File: src/rtl/queue_uart_tx.sv
// queue_uart_tx: pops bytes from the shared 8-bit queue via request/grant and sends them as UART frames
// Ports:
//   Clk_i      clock, rising edge
//   Rst_i      asynchronous reset, active-low
//   tx_en_i    permits starting a new frame (sampled in IDLE)
//   q_empty_i  queue empty flag
//   q_data_i   queue read data, valid in the pop cycle
//   q_gnt_i    arbiter grant for queue access
//   q_req_o    queue access request while a pop is pending
//   q_en_o     queue enable (q_req_o & q_gnt_i), one cycle per byte
//   q_rw_o     queue read/write select, always read (0)
//   tx_o       registered serial line, idles high
//   busy_o     high outside IDLE
//   done_o     pulse in the last cycle of the stop bit
// Optional feature: define QUEUE_UART_TX_PARITY_EN for an even parity bit between data and stop.
module queue_uart_tx #(
  parameter int CLKS_PER_BIT = 16,
  parameter int DATA_W       = 8
) (
  input  logic              Clk_i,
  input  logic              Rst_i,
  input  logic              tx_en_i,
  input  logic              q_empty_i,
  input  logic [DATA_W-1:0] q_data_i,
  input  logic              q_gnt_i,
  output logic              q_req_o,
  output logic              q_en_o,
  output logic              q_rw_o,
  output logic              tx_o,
  output logic              busy_o,
  output logic              done_o
);
  localparam int BW = $clog2(CLKS_PER_BIT);
  localparam logic [BW-1:0] BAUD_LAST = BW'(CLKS_PER_BIT - 1);
  localparam logic [2:0] BIT_LAST = 3'(DATA_W - 1);
`ifdef QUEUE_UART_TX_PARITY_EN
  typedef enum logic [2:0] {IDLE, POP, START, DATA, PARITY, STOP} state_e;
`else
  typedef enum logic [2:0] {IDLE, POP, START, DATA, STOP} state_e;
`endif
  state_e state_q, state_d;
  logic [BW-1:0] baud_q, baud_d;
  logic [2:0] bit_q, bit_d;
  logic [DATA_W-1:0] shift_q, shift_d;
  logic tx_q, tx_d;
  logic bit_end, line;
  assign bit_end = baud_q == BAUD_LAST;
  assign line = state_q != IDLE && state_q != POP;
`ifdef QUEUE_UART_TX_PARITY_EN
  logic par_q;
  // parity is taken from the popped byte since the shift register is consumed during DATA
  always_ff @(posedge Clk_i or negedge Rst_i)
    if (!Rst_i) par_q <= 1'b0;
    else if (q_en_o) par_q <= ^q_data_i;
`endif
  always_ff @(posedge Clk_i or negedge Rst_i)
    if (!Rst_i) begin
      state_q <= IDLE;
      baud_q  <= '0;
      bit_q   <= '0;
      shift_q <= '0;
      tx_q    <= 1'b1;
    end else begin
      state_q <= state_d;
      baud_q  <= baud_d;
      bit_q   <= bit_d;
      shift_q <= shift_d;
      tx_q    <= tx_d;
    end
  always_comb begin
    state_d = state_q;
    case (state_q)
      IDLE:   if (tx_en_i && !q_empty_i) state_d = POP;
      POP:    state_d = q_empty_i ? IDLE : q_gnt_i ? START : POP;
      START:  if (bit_end) state_d = DATA;
`ifdef QUEUE_UART_TX_PARITY_EN
      DATA:   if (bit_end && bit_q == BIT_LAST) state_d = PARITY;
      PARITY: if (bit_end) state_d = STOP;
`else
      DATA:   if (bit_end && bit_q == BIT_LAST) state_d = STOP;
`endif
      STOP:   if (bit_end) state_d = IDLE;
      default: state_d = IDLE;
    endcase
  end
  // tx is computed from the next state so the registered line lines up with the state
  always_comb begin
    baud_d  = (line && !bit_end) ? baud_q + 1'b1 : '0;
    bit_d   = state_q != DATA ? 3'd0 : bit_end ? bit_q + 1'b1 : bit_q;
    shift_d = q_en_o ? q_data_i : (state_q == DATA && bit_end) ? shift_q >> 1 : shift_q;
`ifdef QUEUE_UART_TX_PARITY_EN
    tx_d = state_d == START ? 1'b0 : state_d == DATA ? shift_d[0] : state_d == PARITY ? par_q : 1'b1;
`else
    tx_d = state_d == START ? 1'b0 : state_d == DATA ? shift_d[0] : 1'b1;
`endif
  end
  always_comb begin
    busy_o  = state_q != IDLE;
    q_req_o = state_q == POP && !q_empty_i;
    q_en_o  = q_req_o && q_gnt_i;
    q_rw_o  = 1'b0;
    done_o  = state_q == STOP && bit_end;
    tx_o    = tx_q;
  end
endmodule

File: config.mk
export PLATFORM = sky130hd
export DESIGN_NAME = queue_uart_tx
export DESIGN_NICKNAME = d
export VERILOG_FILES = /design/src/rtl/queue_uart_tx.sv
export SDC_FILE = /design/constraint.sdc
export NUM_CORES = 1
export LEC_CHECK = 0
export BUFFER_PORTS_ARGS = -buffer_cell sky130_fd_sc_hd__buf_4
export CAP_MARGIN = 20
export CELL_PAD_IN_SITES_DETAIL_PLACEMENT = 0
export CELL_PAD_IN_SITES_GLOBAL_PLACEMENT = 1
export CORE_MARGIN = 3
export CORE_UTILIZATION = 30
export CTS_CLUSTER_SIZE = 28
export DETAILED_ROUTE_END_ITERATION = 7
export MAX_ROUTING_LAYER = met4
export PLACE_DENSITY_LB_ADDON = 0.1
export SETUP_SLACK_MARGIN = 0.4
export SYNTH_ARGS = -nofsm -noshare
export SYNTH_HDL_FRONTEND = slang
export SYNTH_SLANG_ARGS = --single-unit
File: constraint.sdc
create_clock -name Clk_i -period 1.9 [get_ports Clk_i]
set_input_delay 0.19 -clock Clk_i [delete_from_list [all_inputs] [get_ports Clk_i]]
set_output_delay 0.19 -clock Clk_i [all_outputs]
set_load 0.005 [all_outputs]
=== After elaboration in Yosys (flattened, before gate mapping) ===
Index checks and enable logic that the tools add are counted.

* Word-level logic and storage cells: 46
* Register bits after elaboration: 19
* Input port bits: 13

* Eq/ne operators: 10
* Mux-type cells: 14
* Reduce and logical (&&, ||, !) cells: 14
* Add/sub/neg operators: 2

{| class="wikitable"
|+ Operators with widths
! kind !! count
|-
| 3-bit two-way mux || 6
|-
| 8-bit two-way mux || 2
|-
| 3-bit one-hot mux with 5 select lines || 1
|-
| 3-bit by 2-bit equality test with 1-bit output, second input constant || 4
|-
| 1-bit logical AND || 8
|-
| 3-bit equality test, second input constant || 2
|-
| 4-bit by 1-bit adder with 4-bit output, second input constant || 1
|-
| 4-bit equality test, second input constant || 1
|-
| 2-bit two-way mux || 2
|-
| 4-bit two-way mux || 1
|-
| 2-bit nonzero test || 2
|-
| 3-bit by 1-bit adder with 3-bit output, second input constant || 1
|-
| 3-bit by 1-bit equality test with 1-bit output, second input constant || 1
|-
| 3-bit logical NOT || 1
|-
| 3-bit by 1-bit != test with 1-bit output, second input constant || 1
|-
| 3-bit by 2-bit != test with 1-bit output, second input constant || 1
|-
| 3-bit nonzero test || 1
|-
| 1-bit logical NOT || 2
|-
| 1-bit two-way mux || 2
|}

=== Depth between registers and ports, before layout ===
* Depth in word-level cells: 7
* Gate-level depth with buffers: 6
* Gate-level depth less buffers: 5

=== Least setup slack after synthesis ===
OpenSTA, ideal clock, no wires.

* Path type: reg-to-reg
* Start point: register baud_q[0]
* End point: register tx_q, in the netlist tx_o
* Path buffers: 1
* Stages on the path, launching flop included: 7
* Data arrival time: 1.618 ns
* Setup time: 0.086 ns
* Setup slack: 0.196 ns
* Cells stage by stage: dfrtp_1 > ha_1 > and3_1 > buf_6 > a311o_1 > o22a_1 > o31ai_2

* Cells in the longest elaborated chain, start to end: 7

{| class="wikitable"
|+ RTL lines
! element !! RTL line !! source
|-
| start: declaration || 42 || <nowiki>logic [BW-1:0] baud_q, baud_d;</nowiki>
|-
| start signal: assignment || 65 || <nowiki>baud_q <= baud_d;</nowiki>
|-
| 4-bit equality test * || 47 || <nowiki>assign bit_end = baud_q == BAUD_LAST;</nowiki>
|-
| 1-bit logical AND || 80 || <nowiki>DATA: if (bit_end && bit_q == BIT_LAST) state_d = STOP;</nowiki>
|-
| 3-bit two-way mux || 80 ||
|-
| 3-bit one-hot mux with 5 select lines || 72 || <nowiki>case (state_q)</nowiki>
|-
| 3-bit by 2-bit equality test with 1-bit output || 94 || <nowiki>tx_d = state_d == START ? 1'b0 : state_d == DATA ? shift_d[0] : 1'b1;</nowiki>
|-
| 1-bit two-way mux || 94 ||
|-
| 1-bit two-way mux * || 94 ||
|-
| named net tx_d || 45 || <nowiki>logic tx_q, tx_d;</nowiki>
|-
| end signal: assignment || 68 || <nowiki>tx_q <= tx_d;</nowiki>
|-
| end: declaration || 45 ||
|}

Mark *: on every way through the listed nets, which the timed path passes. The rest lies on a longest branch. The select of a mux whose other input is x is not followed.
A chain may end at the register's enable or synchronous reset.

=== Worst setup path in the final report ===
* Start point: register bit_q[0]
* End point: register tx_q, in the netlist tx_o

* Cells in the longest elaborated chain, start to end: 7

{| class="wikitable"
|+ RTL lines
! element !! RTL line !! source
|-
| start: declaration || 43 || <nowiki>logic [2:0] bit_q, bit_d;</nowiki>
|-
| start signal: assignment || 66 || <nowiki>bit_q <= bit_d;</nowiki>
|-
| 3-bit equality test * || 80 ||
|-
| 1-bit logical AND * || 80 ||
|-
| 3-bit two-way mux * || 80 ||
|-
| 3-bit one-hot mux with 5 select lines * || 72 ||
|-
| 3-bit by 2-bit equality test with 1-bit output || 94 ||
|-
| 1-bit two-way mux || 94 ||
|-
| 1-bit two-way mux * || 94 ||
|-
| named net tx_d || 45 ||
|}

Mark *: on every way through the listed nets, which the timed path passes. The rest lies on a longest branch.

==> impl_results.md <==
- Hold Crit Class: input port to flop
- Antenna violations before repair: 0
- Most used cell, CP: ha_2
- Largest family of logic cells by synthesized area: simple AND/OR/NAND/NOR gates
- CTS Sinks: 19
- CP Launch Type: flop
- Detailed placer's ending HPWL: 1309 µm
- Fmax: around 650 MHz
- Syn Inst Count: 93
- Final setup margin: 361.1 ps
- Clock skew: 1.029 ps
- Power Dens Cells: 500.0 nW/µm²
- Number of port buffers: 17
- Placer Congestion: 0.7135
- Diodes inserted: 0
- Status: complete, no violations
- Cells along the critical path: ha_2 > ha_2 > a311o_1 > o22a_1 > o31ai_2
- Post-synthesis cell area: around 940 µm²
- Int Pwr: 503.2 µW
- Final global-route overflow total: 0
- Die Width: 61.89 µm
- Worst EP arrival: approximately 1800 ps
- Avg WL per Cell: 11.65 µm
- Fin crit period: 1539 ps
- WP buf/inv: 0
- Synth warn: 0
- Post-synthesis mux area share: 6.409%
- DRT antenna net count: 0
- Synth Area in Compound Gates: 11.21%
- Die height: 61.89 µm
- Reg power frac: 63.6%
- Distinct cells, synth: 29
- Final WL: 1923 µm
- H-tree depth: 1
- CTS Buffer Depth: 2
- Adder-cell share of the synthesized area: 4.005%
- Drt pass-1 iters: 3
- Final setup vio count: 0
- Layout cells sized above 1: 39.02%
- Vias in the first global route: 719
- Hold Vio Cnt, Final: 0
- Row count: 19
- Xor/xnor share of the synthesized area: 2.804%
- Area grow syn2layout: 35.65%
- Global-route wire length before repair: 3049 µm
- Post-Syn Area per Cell: about 10 µm²
- CP max FO: 2
- DRC errors left: 0
- Unrepaired setup endpoints after global routing: yes
- Clock power share: 31.5%
- Io pins: 19
- Clock tree root buffer cell: clkbuf_4
- Post-synthesis simple-gate area fraction: 18.69%
- Crit end category: flop
- Sw Share: 20.84%
- Synth Register Bits: 19
- CP max-delay cell: dfrtp_1
- Max Slew Vio Count: 0
- CTS tree: done
- Max stage delay on crit path: approximately 400 ps
- Final nets: 140
- First DRT Iteration DRCs: 25
- Initial Util: between 30% and 40%
- Worst path top cell family by delay: compound AO/OA/AOI/OAI gates
- Clock Latency Late Sink: 290 ps
- GR Util All Layers: a little under an eighth
- Vias/cell: 4.467
- Die area: 3830 µm²
- Top_reg_cell synth: dfrtp_1
- Critical path class: flop to flop
- Fin util: 44.19%
- Post-synthesis sequential area ratio: 50.87%
- Mapped Nets: about 110
- Asr flop ratio synth: 100.0%
- CTS buffer count: 3
- Setup TNS Final: 0 ps
- Comb pwr share: 4.9%
- Max-Cap Viols: 0
- Reg clk slew, reported paths: 100 ps
- Placeable Area: 2877 µm²
- Peak VDD IR: between 0.0002 and 0.00025 V
- Largest net degree at the start of global routing: 20
- Final cycle utilization of the critical path: 81.00%
- Dpl ws: 267.6 ps
- Post-synth EDFFs: 0
- DR vias: 737
- P_leak: around 0.0006 µW
- Sw power: 132.4 µW
- WP data required: 2110 ps
repair_timing:
| item | CTS | global route |
|---|---|---|
| gates resized for setup | 9 | 5 |
| gates cloned | 0 | 0 |
| hold endpoints to repair | 18 | 0 |
| setup buffers | 8 | 0 |
| setup endpoints to repair | 11 | 6 |
| hold buffers | 1 | 0 |
| pin swaps | 3 | 3 |
metrics by stage:
stage                     hold slack [ps]  cells  total power [µW]  area [µm²]
after floorplan                    -105.6     93             416.0       947.2
after global placement              81.70    152             442.3        1124
after detailed placement            83.83    152             442.4        1124
after CTS                           79.31    165             653.3        1250
after global routing                94.80    165             670.3        1271
final                               93.57    165             635.6        1271
layout by cell type (no fill, tap or decap), drive strengths merged, types with 2 or more instances in the layout:
master and instances:
dfrtp 18, o21ai 9, ha 3, xnor2 2, nand3 3, nor2 10
nand2 15, inv 5, a21oi 2, mux2i 6, clkbuf 4, buf 29
power groups by stage:
stage | sequential [µW] | combinational (µW) | clock (µW)
2_1_floorplan | 412 | 3.80 | 0
3_3_place_gp | 412 | 30.2 | 0
3_5_place_dp | 412 | 30.4 | 0
4_1_cts | 404 | 32.2 | 217
5_1_grt | 404 | 34.9 | 231
6_report | 404 | 31.3 | 200
Yosys cell counts, types with 2 or more instances:
| cell type | count | area, µm² |
|---|---|---|
| mux2i_1 | 6 | 60.06 |
| dfrtp_1 | 18 | 450.4 |
| ha_1 | 3 | 37.54 |
| o21ai_0 | 9 | 45.04 |
| inv_1 | 5 | 18.77 |
| a21oi_1 | 2 | 10.01 |
| xnor2_1 | 2 | 17.52 |
| nor2_1 | 10 | 37.54 |
| nand2_1 | 15 | 56.30 |
| nand3_1 | 3 | 15.01 |
| buf_6 | 2 | 22.52 |
worst reg2reg max path, delay by kind of cell, from the launching register on:
family                     cells  cell delay [ps]
AOI/OAI and AO/OA              3              720
DFF                            1              400
adders and majority gates      2              350
layout make-up:
type	count	area, µm²
clock buffers	4	26.28
fillers	276	1605
inverters	5	18.77
multi-input cells	65	452.9
flip-flops and latches	19	478.0
well taps	42	52.55
repair buffers	30	242.7
path summary, 6_finish.rpt:
check	startpoint	endpoint	slack, ps	cells past startpoint
max reg2reg	bit_q[0]$_DFFE_PN0P_	tx_o$_DFF_PN1_	360	5
max	bit_q[0]$_DFFE_PN0P_	tx_o$_DFF_PN1_	360	5
min reg2reg	bit_q[1]$_DFFE_PN0P_	bit_q[1]$_DFFE_PN0P_	540	2
max in group asynchronous	Rst_i	tx_o$_DFF_PN1_	1330	2
min in group asynchronous	Rst_i	state_q[1]$_DFF_PN0_	300	2
min	q_data_i[4]	shift_q[4]$_DFFE_PN0P_	90	3
per-layer routing:
metal / wire, µm / up-vias / global-route usage [%]
met1: 886 / 349 / 13.96
met4: 13 / 0 / 5.455
met5: 0 / - / -
met3: 91 / 2 / 1.860
met2: 931 / 16 / 18.24
li1: - / 370 / -
cells by family after synthesis:
group / Yosys count
flops: 19
buf+inv: 9
fa+ha+maj: 3
simple gates: 36
other cells: 1
mux: 6
xor+xnor: 3
compound gates: 16
registers in the layout, summed over array words and instances (netlist names):
| signal | flops |
|---|---|
| state_q | 3 |
| shift_q | 8 |
| tx_o | 1 |
| bit_q | 3 |
| baud_q | 4 |
Power figures use the tool's default switching activity.
